<file path="config.mk">
export PLATFORM = sky130hd
export DESIGN_NAME = alarm_time_setter
export DESIGN_NICKNAME = d
export VERILOG_FILES = /design/src/rtl/alarm_time_setter.sv
export SDC_FILE = /design/constraint.sdc
export NUM_CORES = 1
export LEC_CHECK = 0
export BUFFER_PORTS_ARGS = -buffer_cell sky130_fd_sc_hd__buf_2
export CORE_UTILIZATION = 35
export DETAILED_ROUTE_END_ITERATION = 7
export GPL_TIMING_DRIVEN = 0
export HOLD_SLACK_MARGIN = 0.12
export PLACE_DENSITY = 0.53
export SYNTH_ARGS = -nofsm -noshare
export SYNTH_HDL_FRONTEND = slang
export SYNTH_SLANG_ARGS = --single-unit
</file>
<file path="constraint.sdc">
create_clock -name clk -period 2.6 [get_ports clk]
set_clock_uncertainty 0.2 [all_clocks]
set_input_delay 0.65 -clock clk [delete_from_list [all_inputs] [get_ports clk]]
set_output_delay 0.65 -clock clk [all_outputs]
set_load 0.05 [all_outputs]
</file>
<file path="src/rtl/alarm_time_setter.sv">
// Pushbutton front end for the alarm clock core: debounces the buttons, edits the alarm hour/minute
// through an IDLE/SET_H/SET_M FSM with auto-repeat and edit timeout, and snoozes or dismisses a ringing alarm.
module alarm_time_setter #(
  parameter int DEBOUNCE_CYCLES = 4,
  parameter int REPEAT_DELAY    = 8,
  parameter int REPEAT_RATE     = 2,
  parameter int TIMEOUT         = 64,
  parameter int SNOOZE_MIN      = 5
) (
  input  logic       clk,
  input  logic       rst_n,
  input  logic       ena,
  input  logic       btn_mode,
  input  logic       btn_up,
  input  logic       btn_down,
  input  logic       btn_snooze,
  input  logic       alarm_in,
  output logic [4:0] alarm_hours,
  output logic [5:0] alarm_minutes,
  output logic       alarm_armed,
  output logic [1:0] edit_mode,
  output logic       alarm_ack
);

  localparam int DW   = (DEBOUNCE_CYCLES > 1) ? $clog2(DEBOUNCE_CYCLES) : 1;
  localparam int RMAX = (REPEAT_DELAY > REPEAT_RATE) ? REPEAT_DELAY : REPEAT_RATE;
  localparam int RW   = $clog2(RMAX + 1);
  localparam int TW   = (TIMEOUT > 1) ? $clog2(TIMEOUT) : 1;

  typedef enum logic [1:0] {
    IDLE  = 2'd0,
    SET_H = 2'd1,
    SET_M = 2'd2
  } state_t;

  // Button bit order: 0 mode, 1 up, 2 down, 3 snooze
  logic [3:0]         raw;
  logic [3:0]         sync1_q, sync2_q;
  logic [3:0]         deb_q, deb_d, deb_prev_q;
  logic [3:0][DW-1:0] db_cnt_q, db_cnt_d;
  logic [3:0]         press;

  logic [1:0][RW-1:0] rep_cnt_q, rep_cnt_d;
  logic [1:0]         rep_first_q, rep_first_d;
  logic [1:0]         rep_fire;

  state_t      state_q, state_d;
  logic [4:0]  com_h_q, com_h_d, shad_h_q, shad_h_d;
  logic [5:0]  com_m_q, com_m_d, shad_m_q, shad_m_d;
  logic        armed_q, armed_d;
  logic        ack_q, ack_d;
  logic [TW-1:0] tmo_q, tmo_d;

  logic        editing, up_ev, dn_ev, any_ev, timeout;
  logic [6:0]  snz_sum;

  function automatic logic [4:0] hr_step(input logic [4:0] h, input logic up);
    if (up) return (h == 5'd23) ? 5'd0 : h + 5'd1;
    else    return (h == 5'd0) ? 5'd23 : h - 5'd1;
  endfunction

  function automatic logic [5:0] min_step(input logic [5:0] m, input logic up);
    if (up) return (m == 6'd59) ? 6'd0 : m + 6'd1;
    else    return (m == 6'd0) ? 6'd59 : m - 6'd1;
  endfunction

  assign raw     = {btn_snooze, btn_down, btn_up, btn_mode};
  assign press   = deb_q & ~deb_prev_q;
  assign editing = (state_q != IDLE);

  // Counter restarts whenever the synced level agrees with the accepted level.
  always_comb begin
    deb_d    = deb_q;
    db_cnt_d = db_cnt_q;
    for (int i = 0; i < 4; i++) begin
      if (sync2_q[i] == deb_q[i]) begin
        db_cnt_d[i] = '0;
      end else if (db_cnt_q[i] == DW'(DEBOUNCE_CYCLES - 1)) begin
        deb_d[i]    = sync2_q[i];
        db_cnt_d[i] = '0;
      end else begin
        db_cnt_d[i] = db_cnt_q[i] + 1'b1;
      end
    end
  end

  always_comb begin
    rep_cnt_d   = rep_cnt_q;
    rep_first_d = rep_first_q;
    rep_fire    = 2'b00;
    for (int j = 0; j < 2; j++) begin
      if (!editing || !deb_q[j+1]) begin
        rep_cnt_d[j]   = '0;
        rep_first_d[j] = 1'b0;
      end else if (press[j+1]) begin
        rep_cnt_d[j]   = RW'(1);
        rep_first_d[j] = 1'b0;
      end else if ((!rep_first_q[j] && rep_cnt_q[j] == RW'(REPEAT_DELAY)) ||
                   ( rep_first_q[j] && rep_cnt_q[j] == RW'(REPEAT_RATE))) begin
        rep_fire[j]    = 1'b1;
        rep_cnt_d[j]   = RW'(1);
        rep_first_d[j] = 1'b1;
      end else begin
        rep_cnt_d[j] = rep_cnt_q[j] + 1'b1;
      end
    end
  end

  assign up_ev   = press[1] | rep_fire[0];
  assign dn_ev   = press[2] | rep_fire[1];
  assign any_ev  = (|press) | (|rep_fire);
  assign timeout = editing && !any_ev && (tmo_q == TW'(TIMEOUT - 1));
  assign snz_sum = {1'b0, com_m_q} + 7'(SNOOZE_MIN);

  always_comb begin
    state_d  = state_q;
    com_h_d  = com_h_q;
    com_m_d  = com_m_q;
    shad_h_d = shad_h_q;
    shad_m_d = shad_m_q;
    armed_d  = armed_q;
    ack_d    = 1'b0;
    tmo_d    = '0;
    if (editing && !any_ev && !timeout) tmo_d = tmo_q + 1'b1;
    case (state_q)
      IDLE: begin
        if (alarm_in && press[3]) begin
          ack_d = 1'b1;
          if (snz_sum >= 7'd60) begin
            com_m_d = 6'(snz_sum - 7'd60);
            com_h_d = hr_step(com_h_q, 1'b1);
          end else begin
            com_m_d = snz_sum[5:0];
          end
        end else if (press[0]) begin
          if (alarm_in) begin
            ack_d = 1'b1;
          end else begin
            state_d  = SET_H;
            shad_h_d = com_h_q;
            shad_m_d = com_m_q;
          end
        end
        if (press[1]) armed_d = ~armed_q;
      end
      SET_H: begin
        if (timeout)                state_d  = IDLE;
        else if (press[0])          state_d  = SET_M;
        else if (up_ev ^ dn_ev)     shad_h_d = hr_step(shad_h_q, up_ev);
      end
      SET_M: begin
        if (timeout) begin
          state_d = IDLE;
        end else if (press[0]) begin
          state_d = IDLE;
          com_h_d = shad_h_q;
          com_m_d = shad_m_q;
          armed_d = 1'b1;
        end else if (up_ev ^ dn_ev) begin
          shad_m_d = min_step(shad_m_q, up_ev);
        end
      end
      default: state_d = IDLE;
    endcase
  end

  always_ff @(posedge clk or negedge rst_n) begin
    if (!rst_n) begin
      sync1_q     <= '0;
      sync2_q     <= '0;
      deb_q       <= '0;
      deb_prev_q  <= '0;
      db_cnt_q    <= '0;
      rep_cnt_q   <= '0;
      rep_first_q <= '0;
      state_q     <= IDLE;
      com_h_q     <= '0;
      com_m_q     <= '0;
      shad_h_q    <= '0;
      shad_m_q    <= '0;
      armed_q     <= 1'b0;
      ack_q       <= 1'b0;
      tmo_q       <= '0;
    end else if (ena) begin
      sync1_q     <= raw;
      sync2_q     <= sync1_q;
      deb_q       <= deb_d;
      deb_prev_q  <= deb_q;
      db_cnt_q    <= db_cnt_d;
      rep_cnt_q   <= rep_cnt_d;
      rep_first_q <= rep_first_d;
      state_q     <= state_d;
      com_h_q     <= com_h_d;
      com_m_q     <= com_m_d;
      shad_h_q    <= shad_h_d;
      shad_m_q    <= shad_m_d;
      armed_q     <= armed_d;
      ack_q       <= ack_d;
      tmo_q       <= tmo_d;
    end
  end

  // While editing the outputs show the shadow copy and the core must not match against it.
  assign alarm_hours   = editing ? shad_h_q : com_h_q;
  assign alarm_minutes = editing ? shad_m_q : com_m_q;
  assign alarm_armed   = armed_q & ~editing;
  assign edit_mode     = state_q;
  assign alarm_ack     = ack_q & ena;

endmodule

</file>
* Word-level counts from Yosys, hierarchy flattened
Cells that the tools add are included.
** Word-level totals
- Word-level logic and storage cells :: 202
- Flip-flop bits (word level) :: 66
- Input port bits :: 8
** Operators by class
- Bitwise operators :: 14
- Reductions and logical operators :: 41
- Mux-type cells :: 76
- $lt $le $gt $ge :: 1
- Add/subtract/negate cells :: 14
- Eq/ne operators :: 33
** Operators with widths (count)
- $mux W6 :: 15
- $mux W5 :: 15
- $mux W2 :: 15
- $ne A2 B2 Y1 const B :: 13
- $mux W4 :: 6
- $pmux W6 S2 :: 2
- $pmux W5 S2 :: 2
- $mux W1 :: 19
- $reduce_and A8 Y1 :: 2
- $add A6 B1 Y6 const B :: 2
- $eq A6 B6 Y1 const B :: 2
- $reduce_and A3 Y1 :: 4
- $reduce_and A6 Y1 :: 2
- $add A5 B1 Y5 const B :: 2
- $eq A2 B2 Y1 const B :: 5
- $eq A5 B5 Y1 const B :: 2
- $reduce_and A5 Y1 :: 2
- $add A2 B1 Y2 const B :: 4
- $add A4 B1 Y4 const B :: 2
- $eq A4 B2 Y1 const B :: 2
- $eq A4 B4 Y1 const B :: 2
- $logic_and A1 B1 Y1 :: 8
- $add A6 B3 Y7 const B :: 1
- $ge A7 B6 Y1 const B :: 1
- 24 further kinds :: 49

* Logic depth before layout (Yosys ltp)
- Depth in word-level cells :: 14
- Gate-level depth with buffers :: 8
- Depth with buffers taken out :: 8

* Least setup slack after synthesis
OpenSTA, ideal clock, no wires.
- Kind :: register to output
- Start point :: register state_q[1] (netlist: edit_mode[1])
- End point :: output port alarm_hours[0]
- Arrival :: 2.190 ns
- Setup slack :: -0.440 ns
- Stages on the path, launching flop included :: 5
- Path through :: dfrtp_1 -> buf_4 -> nor2_1 -> clkbuf_1 -> o21ai_0
** On the way
- Word-level cells in the longest chain between the ends :: 2
** RTL lines
- from (decl) :: line 47 : state_t state_q, state_d;
- from (signal assigned) :: line 192 : state_q <= state_d;
- $reduce_bool A2 Y1 :: line 69 : assign editing = (state_q != IDLE);
- $mux W5 :: line 204 : assign alarm_hours = editing ? shad_h_q : com_h_q;
- to (decl) :: line 18 : output logic [4:0] alarm_hours,
No other way between the ends.

* Worst setup path after layout
- Start point :: register rep_cnt_q[4] (netlist name)
- End point :: register shad_m_q[1]
** On the way
- Word-level cells in the longest chain between the ends :: 13
- Elaborated cells on any way between the ends :: 18
- Those cells by class :: 4 x eq/ne; 3 x mux; 3 x bitwise; 8 x reduce/logical
** RTL lines
- from (decl) :: line 43 : logic [1:0][RW-1:0] rep_cnt_q, rep_cnt_d;
- from (signal assigned) :: line 190 : rep_cnt_q <= rep_cnt_d;
- $eq A4 B4 Y1 or $eq A4 B2 Y1 (tied branches) :: line 98, 99
- $logic_and A1 B1 Y1 (on tied branches) :: line 98, 99
- $logic_or A1 B1 Y1 (*) :: line 98 : end else if ((!rep_first_q[j] && rep_cnt_q[j] == RW'(REPEAT_DELAY)) ||
- $mux W1 (*) :: line 98
- $mux W1 (*) :: line 95 : end else if (press[j+1]) begin
- $mux W1 (*) :: line 92 : if (!editing || !deb_q[j+1]) begin
- $reduce_or A2 Y1 :: line 111 : assign any_ev = (|press) | (|rep_fire);
- $or A1 B1 Y1 :: line 111
- $logic_not A1 Y1 :: line 112 : assign timeout = editing && !any_ev && (tmo_q == TW'(TIMEOUT - 1));
- $logic_and A1 B1 Y1 (2 in series) :: line 112
- $ne A2 B2 Y1 (no source line)
- $reduce_and A8 Y1 (no source line) (*)
- to (signal assigned) :: line 196 : shad_m_q <= shad_m_d;
- to (decl) :: line 49 : logic [5:0] com_m_q, com_m_d, shad_m_q, shad_m_d;
Mark *: on every way between the ends. The rest lies on a longest branch, timed or not.
A chain may end at the register's enable or synchronous reset.

==> metrics.yaml <==
cpPeakStageDelay_ns: 0.42
crit_slowest_cell: "o41a_4"
critPathKind: "reg -> reg"
grt_pass1_vias: 3793
ir_drop_mv: 0.507
startpoint: "rep_cnt_q[4]"
async_flop_share: 1.00
clockRootBuffer: "clkbuf_16"
period_minus_slack_ns: 2.58
whs_ns: 0.294
grt_pass1_wl_mm: 19.3
arrival_ns: 2.61
cts_buffers: 9
drtAntennaViolNets: 0
drc: 0
p_sw_mw: 2.85
worstPathRequired_ns: 2.63
synthSimpleGateAreaFrac: 0.187
crit_path_end_kind: "register"
drt_iter0_markers: 246
p_int_mw: 3.33
core-area_mm2: 0.0120
synthXorXnorAreaFrac: 0.0326
hold_class: "reg -> reg"
synth_adder_area_share: 0.0581
placed_cells: 637
wl_per_cell_um: 17.0
synth_top_area_frac: 0.384
finalCritPeriodShare: 0.991
start_kind: "register"
rsz0062_at_grt: "yes"
grt_max_degree: 53
hold_viol: 0
synth.net_count: 495
postSynthCellCount: 467
dp.final_hpwl_mm: 7.85
synth-seq-cells: 66
leakagePower_nw: 2.20
reg2reg_from: "rep_cnt_q[4]"
seqPwrFrac: 0.271
hold_start: "db_cnt_q[3]"
powerDensity_mw_per_mm2: 1190
path_clk_slew_ns: 0.06
synth_area_mm2: 0.00430
cts_tree: "yes"
max_cap_violations: 0
viasPerCell: 5.59
setup_viol_count_final: 0
htree_levels: 3
synth_most_common_cell: "dfrtp_1"
worstPathMaxFanout: 6
start_util: 0.358
final_nets: 541
die_w_um: 113
grt_overflow: 0
drive_above_1_share: 0.210
synth_edf_count: 0
synth_area_leader_cell: "dfrtp_1"
synth_cell_types: 66
ys_warn_count: 0
switching_share: 0.461
fmax_mhz: 388
ios: 23
first_pass_iters: 6
die_area_mm2: 0.0127
cpLargestDelayFamily: "compound AO/OA/AOI/OAI gates"
antenna_found_initial: 0
drt-total-wl_mm: 11.3
slew_viol_final: 0
fp-row-count: 40
syn2layout_area_growth_pct: 20.7
synth.area.mux_share: 0.0939
num_antenna_cells: 0
synth_area_leaders: "dfrtp_1 (38%), mux2_2 (6.0%), ha_1 (5.8%), nand2_1 (4.1%), o21ai_0 (3.8%)"
synth.yosys.seq_area_share: 0.384
tightest_slew_ns: 0.661
fin_cells: 665
io_buffers: 22
comb_power_share: 0.537
grt_usage: 0.194
maxSlewHeadroom: 0.558
crit_chain: "inv_2, ha_2, nand3b_4, a211o_4, a211oi_4, nor2_4, o41a_4, mux2_4"
synth_top_family_by_area: "compound AO/OA/AOI/OAI gates"
cts_sinks: 66
synthFlopType: "dfrtp_1"
status: "complete, no violations"
synth_common_cells: "dfrtp_1 (66), nand2_1 (47), o21ai_0 (33)"
critPathBufInv: 1
clk_path_buf_depth: 2
gp_congestion: 0.807
pwr-share-clk: 0.193
synth_compound_area_frac: 0.206
die_h_um: 113
vias: 3719
syn_avg_cell_area_um2: 9.22
clk_latency_ns: 0.35
-- metrics by stage --
stage               utilization  setup TNS [ns]  area (um^2)  setup slack, ns  power, mW
floorplan                     -          -0.612         4310          -0.0874       3.84
global placement          0.383          -0.918         4600           -0.473       4.52
detailed placement        0.385           -1.33         4630           -0.457       4.58
CTS                       0.421               0         5060          0.00459       5.99
global route              0.432         -0.0893         5190          -0.0340       6.63
finish                    0.432               0         5190           0.0228       6.18
-- per-layer routing --
layer	GRT usage	share of wire	wire (um)
met3	0.0321	0.029	328
met4	0.0965	0.025	278
met2	0.302	0.46	5160
met5	0	0	0
met1	0.264	0.49	5520
-- cell usage in the layout (no fill, tap or decap), types with 13 or more instances in the layout --
| cell type | count |
|---|---|
| a21oi_1 | 24 |
| mux2i_1 | 13 |
| o21ai_0 | 25 |
| ha_1 | 17 |
| inv_1 | 15 |
| nand3_1 | 15 |
| nor2_1 | 29 |
| dfrtp_1 | 64 |
| buf_2 | 13 |
| nand2_1 | 47 |
| mux2_2 | 19 |
| buf_4 | 14 |
-- power groups by stage --
| stage | Combinational, mW | Clock (mW) | Sequential, mW |
|---|---|---|---|
| 2_1_floorplan | 2.21 | 0 | 1.63 |
| 3_3_place_gp | 2.85 | 0 | 1.67 |
| 3_5_place_dp | 2.90 | 0 | 1.68 |
| 4_1_cts | 3.11 | 1.22 | 1.66 |
| 5_1_grt | 3.64 | 1.26 | 1.73 |
| 6_report | 3.32 | 1.19 | 1.67 |
-- flip-flops by register name, summed over array words and instances (netlist names) --
| register | flops |
|---|---|
| com_m_q | 6 |
| edit_mode | 2 |
| ack_q | 1 |
| db_cnt_q | 8 |
| sync1_q | 4 |
| rep_cnt_q | 8 |
| shad_h_q | 5 |
| deb_prev_q | 4 |
| rep_first_q | 2 |
| armed_q | 1 |
| tmo_q | 6 |
| com_h_q | 5 |
| shad_m_q | 6 |
| sync2_q | 4 |
| deb_q | 4 |
-- worst paths after layout --
path | slack [ns] | depth (start not counted) | to
worst max-delay path | 0.02 | 8 | shad_m_q[1]
worst min-delay path | 0.29 | 1 | db_cnt_q[3]
worst max register to register | 0.02 | 8 | shad_m_q[1]
worst min register to register | 0.29 | 1 | db_cnt_q[3]
max in group asynchronous | 1.13 | 3 | shad_h_q[3]
min in group asynchronous | 0.52 | 2 | tmo_q[3]
-- timing repair --
item	in CTS	in global routing
endpoints found under the setup margin	25	21
endpoints found under the hold margin	14	0
buffers inserted	5	5
pin swaps	1	3
resized for setup	27	35
hold buffers	1	0
cloned	1	0
-- kinds of logic after synthesis --
family                   after synthesis
AO/OA/AOI/OAI                        129
XOR/XNOR                              16
adder cells (fa/ha/maj)               20
buffers and inverters                 42
flip-flops                            66
multiplexers                          37
AND/OR/NAND/NOR                      157
-- area by class of cell --
cell class	count	area [um^2]
fill	1177	6820
multi-input combinational	359	2570
sequential	66	1650
timing repair buffer	35	298
clock buffer	10	239
tap	147	184
buffer	24	128
inverter	18	67.6
clock inverter	6	50.0
No activity file was read; power rests on OpenSTA's default activity.
